File: config.mk
export PLATFORM = sky130hd
export DESIGN_NAME = power_dvfs_ctrl
export DESIGN_NICKNAME = d
export VERILOG_FILES = /design/src/rtl/power_dvfs_ctrl.sv
export SDC_FILE = /design/constraint.sdc
export NUM_CORES = 1
export LEC_CHECK = 0
export BUFFER_PORTS_ARGS = -buffer_cell sky130_fd_sc_hd__buf_2
export CORE_MARGIN = 1
export CORE_UTILIZATION = 59
export CTS_CLUSTER_DIAMETER = 200
export DETAILED_ROUTE_END_ITERATION = 12
export GPL_TIMING_DRIVEN = 0
export PLACE_DENSITY_LB_ADDON = 0.12
export SYNTH_ARGS = -nofsm -noshare
export SYNTH_HDL_FRONTEND = slang
export SYNTH_SLANG_ARGS = --single-unit
File: constraint.sdc
create_clock -name clk -period 6.95 [get_ports clk]
set_input_delay 1.39 -clock clk [delete_from_list [all_inputs] [get_ports clk]]
set_output_delay 1.39 -clock clk [all_outputs]
set_load 0.1 [all_outputs]
File: src/rtl/power_dvfs_ctrl.sv
// rtl/power_dvfs_ctrl.sv - DVFS sequencer with settle timers, power gating and optional thermal throttle (DVFS_THERMAL_THROTTLE_EN)
module power_dvfs_ctrl #(
    parameter int MAX_LEVEL   = 7,
    parameter int RESET_LEVEL = 4,
    parameter int THROT_LEVEL = 2,
    parameter int V_SETTLE    = 16,
    parameter int F_SETTLE    = 4,
    parameter logic [15:0] TEMP_HI = 16'h0C80,
    parameter logic [15:0] TEMP_LO = 16'h0B40
) (
    input  logic        clk,
    input  logic        rst,
    input  logic        dvfs_req,
    input  logic [3:0]  req_level,
    input  logic        gate_req,
    input  logic [15:0] temp_sensor,
    input  logic        thermal_alert,
    output logic [3:0]  voltage_level,
    output logic [7:0]  freq_divider,
    output logic        clock_gate_en,
    output logic        power_gate_en,
    output logic        dvfs_ack,
    output logic        busy,
    output logic        throttled
);

    localparam logic [3:0]  MAX_L    = 4'(MAX_LEVEL);
    localparam logic [3:0]  RST_L    = 4'(RESET_LEVEL);
    localparam logic [3:0]  THR_L    = 4'(THROT_LEVEL);
    localparam logic [7:0]  FD_BASE  = 8'(MAX_LEVEL + 1);
    localparam logic [7:0]  FD_RESET = 8'(MAX_LEVEL + 1 - RESET_LEVEL);
    localparam logic [15:0] V_CNT    = 16'(V_SETTLE - 1);
    localparam logic [15:0] F_CNT    = 16'(F_SETTLE - 1);

    typedef enum logic [3:0] {
        IDLE, V_UP, F_UP, F_DN, V_DN, ACK, GATE_C, GATE_P, UNGATE
    } state_t;

    state_t      state;
    logic [15:0] cnt;
    logic [3:0]  tgt;
    logic [3:0]  tgt_q;
    logic        auto_tx;

`ifdef DVFS_THERMAL_THROTTLE_EN
    // Hysteretic throttle flag: set hot, clear only once cool, otherwise hold
    always_ff @(posedge clk or posedge rst) begin
        if (rst) begin
            throttled <= 1'b0;
        end else if (thermal_alert || (temp_sensor >= TEMP_HI)) begin
            throttled <= 1'b1;
        end else if (temp_sensor < TEMP_LO) begin
            throttled <= 1'b0;
        end
    end
`else
    logic unused_thermal;
    assign unused_thermal = ^{temp_sensor, thermal_alert, TEMP_HI, TEMP_LO};
    assign throttled      = 1'b0;
`endif

    // Effective target: clamp to the legal range, then to the thermal ceiling
    always_comb begin
        tgt = (req_level > MAX_L) ? MAX_L : req_level;
`ifdef DVFS_THERMAL_THROTTLE_EN
        if (throttled && (tgt > THR_L)) begin
            tgt = THR_L;
        end
`endif
    end

    assign busy = (state != IDLE);

    // Sequencer: voltage leads frequency going up, frequency leads voltage going down
    always_ff @(posedge clk or posedge rst) begin
        if (rst) begin
            state         <= IDLE;
            cnt           <= '0;
            tgt_q         <= RST_L;
            auto_tx       <= 1'b0;
            voltage_level <= RST_L;
            freq_divider  <= FD_RESET;
            clock_gate_en <= 1'b0;
            power_gate_en <= 1'b0;
            dvfs_ack      <= 1'b0;
        end else begin
            case (state)
                IDLE: begin
`ifdef DVFS_THERMAL_THROTTLE_EN
                    if (throttled && (voltage_level > THR_L)) begin
                        auto_tx       <= 1'b1;
                        tgt_q         <= THR_L;
                        freq_divider  <= FD_BASE - {4'd0, THR_L};
                        clock_gate_en <= 1'b1;
                        cnt           <= F_CNT;
                        state         <= F_DN;
                    end else
`endif
                    if (dvfs_req) begin
                        auto_tx <= 1'b0;
                        tgt_q   <= tgt;
                        if (tgt > voltage_level) begin
                            voltage_level <= tgt;
                            cnt           <= V_CNT;
                            state         <= V_UP;
                        end else if (tgt < voltage_level) begin
                            freq_divider  <= FD_BASE - {4'd0, tgt};
                            clock_gate_en <= 1'b1;
                            cnt           <= F_CNT;
                            state         <= F_DN;
                        end else begin
                            state <= ACK;
                        end
                    end else if (gate_req) begin
                        clock_gate_en <= 1'b1;
                        state         <= GATE_C;
                    end
                end
                V_UP: begin
                    if (cnt == '0) begin
                        freq_divider  <= FD_BASE - {4'd0, tgt_q};
                        clock_gate_en <= 1'b1;
                        cnt           <= F_CNT;
                        state         <= F_UP;
                    end else begin
                        cnt <= cnt - 16'd1;
                    end
                end
                F_UP: begin
                    if (cnt == '0) begin
                        clock_gate_en <= 1'b0;
                        dvfs_ack      <= 1'b1;
                        state         <= ACK;
                    end else begin
                        cnt <= cnt - 16'd1;
                    end
                end
                F_DN: begin
                    if (cnt == '0) begin
                        clock_gate_en <= 1'b0;
                        voltage_level <= tgt_q;
                        cnt           <= V_CNT;
                        state         <= V_DN;
                    end else begin
                        cnt <= cnt - 16'd1;
                    end
                end
                V_DN: begin
                    if (cnt == '0) begin
                        if (auto_tx) begin
                            auto_tx <= 1'b0;
                            state   <= IDLE;
                        end else begin
                            dvfs_ack <= 1'b1;
                            state    <= ACK;
                        end
                    end else begin
                        cnt <= cnt - 16'd1;
                    end
                end
                ACK: begin
                    // Equal-level entry arrives with ack low; raise it once so every request sees a pulse
                    if (!dvfs_ack) begin
                        dvfs_ack <= 1'b1;
                    end else if (!dvfs_req) begin
                        dvfs_ack <= 1'b0;
                        state    <= IDLE;
                    end
                end
                GATE_C: begin
                    power_gate_en <= 1'b1;
                    state         <= GATE_P;
                end
                GATE_P: begin
                    if (!gate_req) begin
                        power_gate_en <= 1'b0;
                        cnt           <= V_CNT;
                        state         <= UNGATE;
                    end
                end
                UNGATE: begin
                    if (cnt == '0) begin
                        clock_gate_en <= 1'b0;
                        state         <= IDLE;
                    end else begin
                        cnt <= cnt - 16'd1;
                    end
                end
                default: state <= IDLE;
            endcase
        end
    end

endmodule
Word level (Yosys, flattened, before mapping)
Cells that the tools add are included. W data, S select, Z words.

Bits of input ports: 25. Word-level logic and storage cells: 111. Output and inout port bits: 17. Register bits: 40.

Equal/unequal tests: 27. Add/subtract/negate cells: 3. Muxes and demuxes: 48. Magnitude comparators: 3. Reduce and logical (&&, ||, !) cells: 21.

Operators with widths (count): $mux W16 (7); $pmux W16 S5 (1); $mux W4 (14); $pmux W4 S9 (1); $mux W8 (4); $ne A2 B2 Y1 const B (14); $eq A4 B3 Y1 const B (4); $logic_not A16 Y1 (1); $pmux W8 S2 (1); $sub A16 B1 Y16 const B (1); $mux W1 (12); $ne A3 B3 Y1 const B (4); $reduce_and A5 Y1 (2); $sub A4 B4 Y5 const A (2); $mux W3 (3); $reduce_and A9 Y1 (1); $eq A4 B2 Y1 const B (2); $pmux W4 S2 (1); $reduce_and A4 Y1 (2); $reduce_bool A2 Y1 (4); $pmux W1 S3 (2); $reduce_and A6 Y1 (1); $reduce_bool A3 Y1 (2); $reduce_or A3 Y1 (2); other kinds (12) (14).

Logic depth before layout (Yosys ltp)
Gate-level depths: netlist of the first run.

Depth after elaboration: 7. Mapped depth: 11.

Worst setup path before layout of the first run
No wires, ideal clock.

Path type: in2reg. Start: in req_level[3]. End: reg cnt[2]. Stages: 9. Data arrival time: 2998 ps. Slack: 3826 ps. Path buffers: 0. Setup time: 126 ps. Cells stage by stage: nor2_1 -> inv_1 -> ha_1 -> nand4_1 -> a31oi_1 -> o21ai_0 -> o21ai_0 -> a21oi_2 -> a221o_1.

Longest elaborated chain between the ends: 6. Elaborated cells on any way between the ends: 9. Classes of those cells: 3 x order compare; 1 x eq/ne; 4 x mux; 1 x reduce/logical.

Ends and longest elaborated chain: from (decl) (line 14) `input logic [3:0] req_level,`; $gt A4 B3 Y1 * (line 64) `tgt = (req_level > MAX_L) ? MAX_L : req_level;`; $mux W4 * (line 64); via tgt[2] (line 41) `logic [3:0] tgt;`; $gt A4 B4 Y1 (line 102) `if (tgt > voltage_level) begin`; $mux W16 (line 102); $mux W16 (line 99) `if (dvfs_req) begin`; $pmux W16 S5 (line 87) `case (state)`; to (signal assigned) (line 126) `cnt <= cnt - 16'd1;`; to (signal assigned) (line 135) `cnt <= cnt - 16'd1;`; to (signal assigned) (line 145) `cnt <= cnt - 16'd1;`; to (decl) (line 40) `logic [15:0] cnt;`.

Mark *: on every way through the listed nets, which the timed path passes. The rest lies on a longest branch. The select of a mux whose other input is x is not followed. A chain may end at the register's enable or synchronous reset.

Worst setup path in the final report of the first run
Start: in req_level[3]. End: reg cnt[12].

The elaborated chain is that of the path after synthesis.

==> flow_metrics.py, run 1 <==
metrics = {
    "pwr": {
        "p_switching_mw": 0.0875,
        "peakVddDrop_uv": 120,
        "sw_frac_of_total_pct": 23.0,
        "combPwrFrac_pct": 4.5,
        "intPower_mw": 0.293,
        "p_per_area_nw_per_um2": 152,
        "leakagePower_nw": 1.09,
        "seqPwrFrac_pct": 55.0,
        "clkPwrFrac_pct": 40.5,
    },
    "synthesis": {
        "synth.area.top_cells": "dfrtp_1, o21ai_0, nand2_1",
        "yosys.area.top_type": "dfrtp_1",
        "yosys_most_used_dff": "dfrtp_1",
        "synth_most_common_cell": "dfrtp_1",
        "ys_ff_latch": 36,
        "synth-async-reset-ratio_pct": 100,
        "syn_inst": 256,
        "yosys_warnings": 0,
        "netlist_area_um2": 2230,
        "syn_avg_cell_area_um2": 8.71,
        "synth_top_cell_area_share_pct": 37.0,
        "seq_area_frac_synth_pct": 40.6,
        "synth_cell_types": 53,
        "yosys-top-cells-count": "dfrtp_1, nand2_1, o21ai_0, nor2_1, inv_1",
        "synth_edf_count": 0,
    },
    "drt": {
        "drtPass1Iterations": 4,
        "ant_nets": 0,
        "num_vias": 1964,
        "via_per_inst": 5.88,
        "avgRoutedWirePerCell_um": 13.8,
        "wl_um": 4600,
        "first_iter_violations": 134,
        "drc": 0,
    },
    "floorplan": {
        "ios": 42,
        "fp.coreArea_um2": 3470,
        "die-area_um2": 4030,
        "die_h_um": 63.5,
        "die_x_um": 63.5,
        "num_rows": 21,
        "initial_core_util_pct": 64.3,
    },
    "timing": {
        "relSlewSlack_pct": 37.0,
        "fmax_mhz": 282,
        "min_period_ns": 3.55,
        "hold_violations": 0,
        "finalCritPeriodShare_pct": 51.0,
        "final_max_slew_viol_count": 0,
        "tightest_slew_ns": 0.936,
        "hold_ws_ns": 0.498,
        "finClkSkew_ns": 0.00385,
        "timing.setup.tns_ns": 0,
        "setup_viol": 0,
        "rsz0062_at_grt": "no",
    },
    "finish": {
        "design_area_um2": 2500,
        "antennaDiodeCount": 0,
        "area_growth_pct": 12.1,
        "nets": 318,
        "drive_gt1_share_pct": 19.1,
        "fin_util_pct": 72.0,
        "nFillCells": 275,
    },
    "cts": {
        "clk_pin_slew_ns": 0.07,
        "clock_sinks": 36,
        "cts_tree": "built",
        "numCtsBuffers": 5,
        "ctsResizeCount": 0,
        "clk_latency_ns": 0.29,
        "post_cts_buffers": 0,
        "cts_buffer_depth": 2,
        "htreeDepth": 2,
        "hold_buffers": 0,
        "clock-root-buffer": "clkbuf_8",
    },
    "worst_setup_path": {
        "crit_path_start_kind": "primary input",
        "crit_fanout": 10,
        "critPathArrivalTime_ns": 3.76,
        "crit_required_ns": 7.17,
        "endpoint_kind": "register",
        "crit_type": "primary input to register",
    },
    "placed_design": {
        "hpwl_um": 3310,
        "gp_congestion": 0.945,
        "postPlaceCellArea_um2": 2410,
        "io_buffers": 23,
    },
    "outcome": {
        "outcome": "complete, no violations",
    },
    "flow_run": {
        "maxCapViolCount": 0,
    },
    "worst_hold_path": {
        "worstHoldPathType": "register to register",
    },
    "grt": {
        "grt_pass1_wl_um": 7860,
        "grt_usage_pct": 25.5,
        "grt_max_degree": 37,
        "grt-ovfl-total": 0,
        "grt_antenna_before_repair": 0,
        "grt_pass1_vias": 1770,
    },
}
-- critical path, stage by stage --
cell and delay [ns]:
buf_2 0.11, nor2_1 0.27, inv_1 0.12, ha_1 0.33, nand4_1 0.11, a31oi_1 0.22, o21ai_0 0.12, o21ai_0 0.51
a21oi_2 0.15, buf_2 0.24, a31oi_1 0.19
-- path summary, 6_finish.rpt --
kind | slack (ns) | from | cells after the start | end
min in group asynchronous | 1.22 | rst | 2 | cnt[6]
max in group asynchronous | 5.26 | rst | 2 | freq_divider[3]
worst max register to register | 4.45 | cnt[0] | 8 | cnt[14]
worst min-delay path | 0.50 | cnt[10] | 1 | cnt[10]
worst max-delay path | 3.40 | req_level[3] | 11 | cnt[12]
worst min register to register | 0.50 | cnt[10] | 1 | cnt[10]
-- cells by family after synthesis --
logic type	synth area share, %
AOI/OAI and AO/OA	22.2
xor gates and xnor gates	1.96
adders and majority gates	3.37
buffers and inverters	5.44
DFF	40.6
muxes	5.27
other	0.168
and+or+nand+nor	21.0
-- power by group through the flow --
stage,Combinational [mW],Clock (mW),Sequential (mW)
6_report,0.0171,0.154,0.210
4_1_cts,0.0173,0.158,0.209
5_1_grt,0.0198,0.167,0.209
2_1_floorplan,0.0120,0,0.213
3_5_place_dp,0.0173,0,0.213
3_3_place_gp,0.0168,0,0.213
-- cells in the final DEF, fill, tap and decap left out, drive strengths merged, types with 3 or more instances in the layout --
cell,netlist,routed
dfstp,3,3
and2,3,3
clkbuf,8,14
nand3,3,3
mux2i,5,5
mux2,6,6
a21oi,16,16
a21o,3,3
dfrtp,33,33
inv,15,15
nor2,24,24
nand4,4,4
xnor2,3,3
or3,4,4
a31oi,15,15
nor3,6,6
nand2,26,26
buf,5,28
ha,6,6
nor4,3,3
nand2b,8,8
o21ai,27,27
-- stage by stage --
step                      total power [mW]  std cells  setup slack (ns)
final                                0.381        334              3.40
after global routing                 0.397        334              3.20
after CTS                            0.385        334              3.46
after detailed placement             0.231        326              3.17
after global placement               0.230        326              3.17
after floorplan                      0.225        257              3.83
-- registers in the layout (all words and copies together), names as in the netlist --
register and count:
clock_gate_en 1, freq_divider 5, tgt_q 4, power_gate_en 1, state 4, dvfs_ack 1, voltage_level 4, cnt 16
-- final cells by class --
class / instances / area, µm² / share of cell area [%]
well taps: 46 / 57.6 / 2.30
multi-input cells: 193 / 1210 / 48.3
repair buffers: 23 / 115 / 4.61
clock inverters: 2 / 10.0 / 0.401
inverters: 15 / 56.3 / 2.25
flip-flops and latches: 36 / 905 / 36.2
plain buffers: 13 / 65.1 / 2.60
clock buffers: 6 / 82.6 / 3.30
-- routing by layer --
metal  global-route usage [%]  vias to the layer above  share of wire [%]  wire (µm)
li1                         -                      980                  -          -
met1                     31.0                      922                 46       2110
met2                     41.2                       55                 47       2140
met3                     5.98                        7                5.4        247
met4                     13.9                        0                2.1         97
met5                        0                        -                  0          0
Power figures use the tool's default switching activity.
==> inputs of run 2 (changes only) <==
- ABC_AREA: not set -> 1
- CORE_UTILIZATION: 59 -> 51
- clock period: 6.95 -> 3.2 ns (I/O delays scaled with it)
==> run 2 against run 1 <==
Compared with the run above:
- worst hold slack lost 0.047 ns
- critical endpoint is now busy
- first-iteration DRC count shrank 19%
- largest cell class unchanged
- critical path depth shrank 8
- non-clock buffer count shrank 6
==> flow_metrics.py, run 2 <==
metrics = {
    "outcome": {
        "outcome": "complete, no violations",
    },
    "drt": {
        "wl_um": 5360,
        "ant_nets": 0,
        "drc": 0,
        "first_iter_violations": 108,
        "avgRoutedWirePerCell_um": 11.4,
        "via_per_inst": 4.87,
        "num_vias": 2291,
        "drtPass1Iterations": 4,
    },
    "finish": {
        "design_area_um2": 2930,
        "most-common-layout-cells": "nand2_1, nor2_1, inv_1",
        "antennaDiodeCount": 0,
        "largest_register": "cnt",
        "largest_register_ffs": 16,
        "nFillCells": 485,
        "nets": 433,
        "ff_latch_area_um2": 905,
        "fin_util_pct": 60.8,
        "multi_input_area_um2": 1500,
        "final_common_cell": "nand2_1",
        "reg_top3": "cnt: 16 flops, freq_divider: 5 flops",
        "drive_gt1_share_pct": 25.1,
        "area_growth_pct": 11.9,
    },
    "synthesis": {
        "yosys_most_used_dff": "dfrtp_1",
        "yosys_warnings": 0,
        "syn_inst": 370,
        "synth_edf_count": 0,
        "synth-simple-area-share_pct": 41.7,
        "yosys-top-cells-count": "nand2_1, nor2_1, inv_1, dfrtp_1, nand2_2",
        "synth_top_cell_area_share_pct": 31.5,
        "synth_most_common_cell": "nand2_1",
        "synth_fa_ha_area_share_pct": 2.87,
        "syn_avg_cell_area_um2": 7.08,
        "synth_top_family_by_area": "simple AND/OR/NAND/NOR gates",
        "synth_xor_area_share_pct": 3.68,
        "synth-compound-area-share_pct": 8.70,
        "synth_cell_types": 35,
        "ys_ff_latch": 36,
        "seq_area_frac_synth_pct": 34.5,
        "synth-async-reset-ratio_pct": 100,
        "yosys.area.top_type": "dfrtp_1",
        "synth.area.top_cells": "dfrtp_1, nand2_1, nand2_2",
        "synth.area.mux_share_pct": 0,
        "netlist_area_um2": 2620,
    },
    "timing": {
        "setup_viol": 0,
        "timing.setup.tns_ns": 0,
        "rsz0062_at_grt": "no",
        "hold_ws_ns": 0.451,
        "relSlewSlack_pct": 52.9,
        "fmax_mhz": 465,
        "tightest_slew_ns": 0.706,
        "hold_violations": 0,
        "final_max_slew_viol_count": 0,
        "finalCritPeriodShare_pct": 67.2,
        "finClkSkew_ns": 0.00612,
        "min_period_ns": 2.15,
    },
    "floorplan": {
        "initial_core_util_pct": 54.4,
        "fp.coreArea_um2": 4820,
        "ios": 42,
        "die-area_um2": 5430,
        "die_h_um": 73.7,
        "die_x_um": 73.7,
        "num_rows": 25,
    },
    "worst_setup_path": {
        "crit_chain": "nor2_2, nand2_2, buf_2",
        "crit_path_start_kind": "register",
        "crit_fanout": 6,
        "critPathArrivalTime_ns": 1.51,
        "slowest_stage": "dfrtp_1",
        "endpoint_kind": "output pin",
        "timing.critical_path.buf_inv": 1,
        "critical-path-top-delay-family": "flip-flops",
        "crit_type": "register to output pin",
        "crit_required_ns": 2.56,
        "critPathMaxStageDelay_ns": 0.47,
    },
    "cts": {
        "clock-root-buffer": "clkbuf_8",
        "post_cts_buffers": 0,
        "ctsResizeCount": 0,
        "clock_sinks": 36,
        "clk_pin_slew_ns": 0.07,
        "numCtsBuffers": 5,
        "htreeDepth": 2,
        "clk_latency_ns": 0.29,
        "hold_buffers": 0,
        "cts_tree": "built",
        "cts_buffer_depth": 2,
    },
    "grt": {
        "grt_pass1_wl_um": 9720,
        "grt_pass1_vias": 2201,
        "grt_antenna_before_repair": 0,
        "grt_max_degree": 22,
        "grt_usage_pct": 23.3,
        "grt-ovfl-total": 0,
    },
    "placed_design": {
        "postPlaceCellArea_um2": 2850,
        "gp_congestion": 0.896,
        "io_buffers": 23,
        "hpwl_um": 4240,
    },
    "worst_hold_path": {
        "worstHoldPathType": "primary input to asynchronous set/reset pin",
    },
    "flow_run": {
        "maxCapViolCount": 0,
    },
}
[run 2: cell types whose count changed after synthesis, sizes merged, moves of 14 or more]
| cell | change |
|---|---|
| nor2 | +35 |
| nand2 | +117 |
| inv | +27 |
| nand3 | +14 |
| a31oi | -14 |
[run 2: metal layers]
metal	up-vias	GRT usage, %	wire, µm
met2	50	36.4	2300
met3	5	4.80	228
met5	-	0	0
met4	0	7.26	57
li1	1217	-	-
met1	1019	32.4	2770
[run 2: worst paths after layout]
path / endpoint / slack (ns) / depth (start not counted) / from
min in group clk: freq_divider[2] / 0.47 / 2 / freq_divider[2]
hold reg to reg: freq_divider[2] / 0.47 / 2 / freq_divider[2]
setup reg to reg: cnt[1] / 1.22 / 14 / voltage_level[2]
max in group asynchronous: voltage_level[2] / 2.12 / 3 / rst
hold / removal: cnt[11] / 0.45 / 2 / rst
setup / recovery: busy / 1.05 / 3 / state[0]
[run 2: final cells by class]
type | instances | share of cell area (%)
multi-input cells | 287 | 51.2
flip-flops and latches | 36 | 30.9
inverters | 42 | 5.38
repair buffers | 24 | 4.87
well taps | 67 | 2.86
clock buffers | 7 | 2.60
plain buffers | 6 | 2.09
clock inverters | 1 | 0.171
[run 2: per-stage QoR]
| step | setup slack [ns] | std cells |
|---|---|---|
| global placement | 0.797 | 461 |
| CTS | 1.05 | 470 |
| global route | 0.929 | 470 |
| floorplan | 0.827 | 371 |
| finish | 1.05 | 470 |
| detailed placement | 0.792 | 462 |
[run 2: worst reg2reg max path, delay by kind of cell, from the launching register on]
| kind | cells | cell delay, ns |
|---|---|---|
| adders and majority gates | 1 | 0.29 |
| buffers and inverters | 3 | 0.25 |
| and+or+nand+nor | 10 | 0.85 |
| DFF | 1 | 0.53 |
[run 2: cells by family (layout without fill, tap and decap cells)]
group                      Yosys count  count (layout)
DFF                                 36              36
adders and majority gates            6               6
other                                1               2
buffers and inverters               48              80
and+or+nand+nor                    228             228
xor gates and xnor gates            11              11
AOI/OAI and AO/OA                   40              40
Power of run 2 is not shown: default switching activity piles up to over one toggle a cycle in this logic, so the estimate is an artifact.
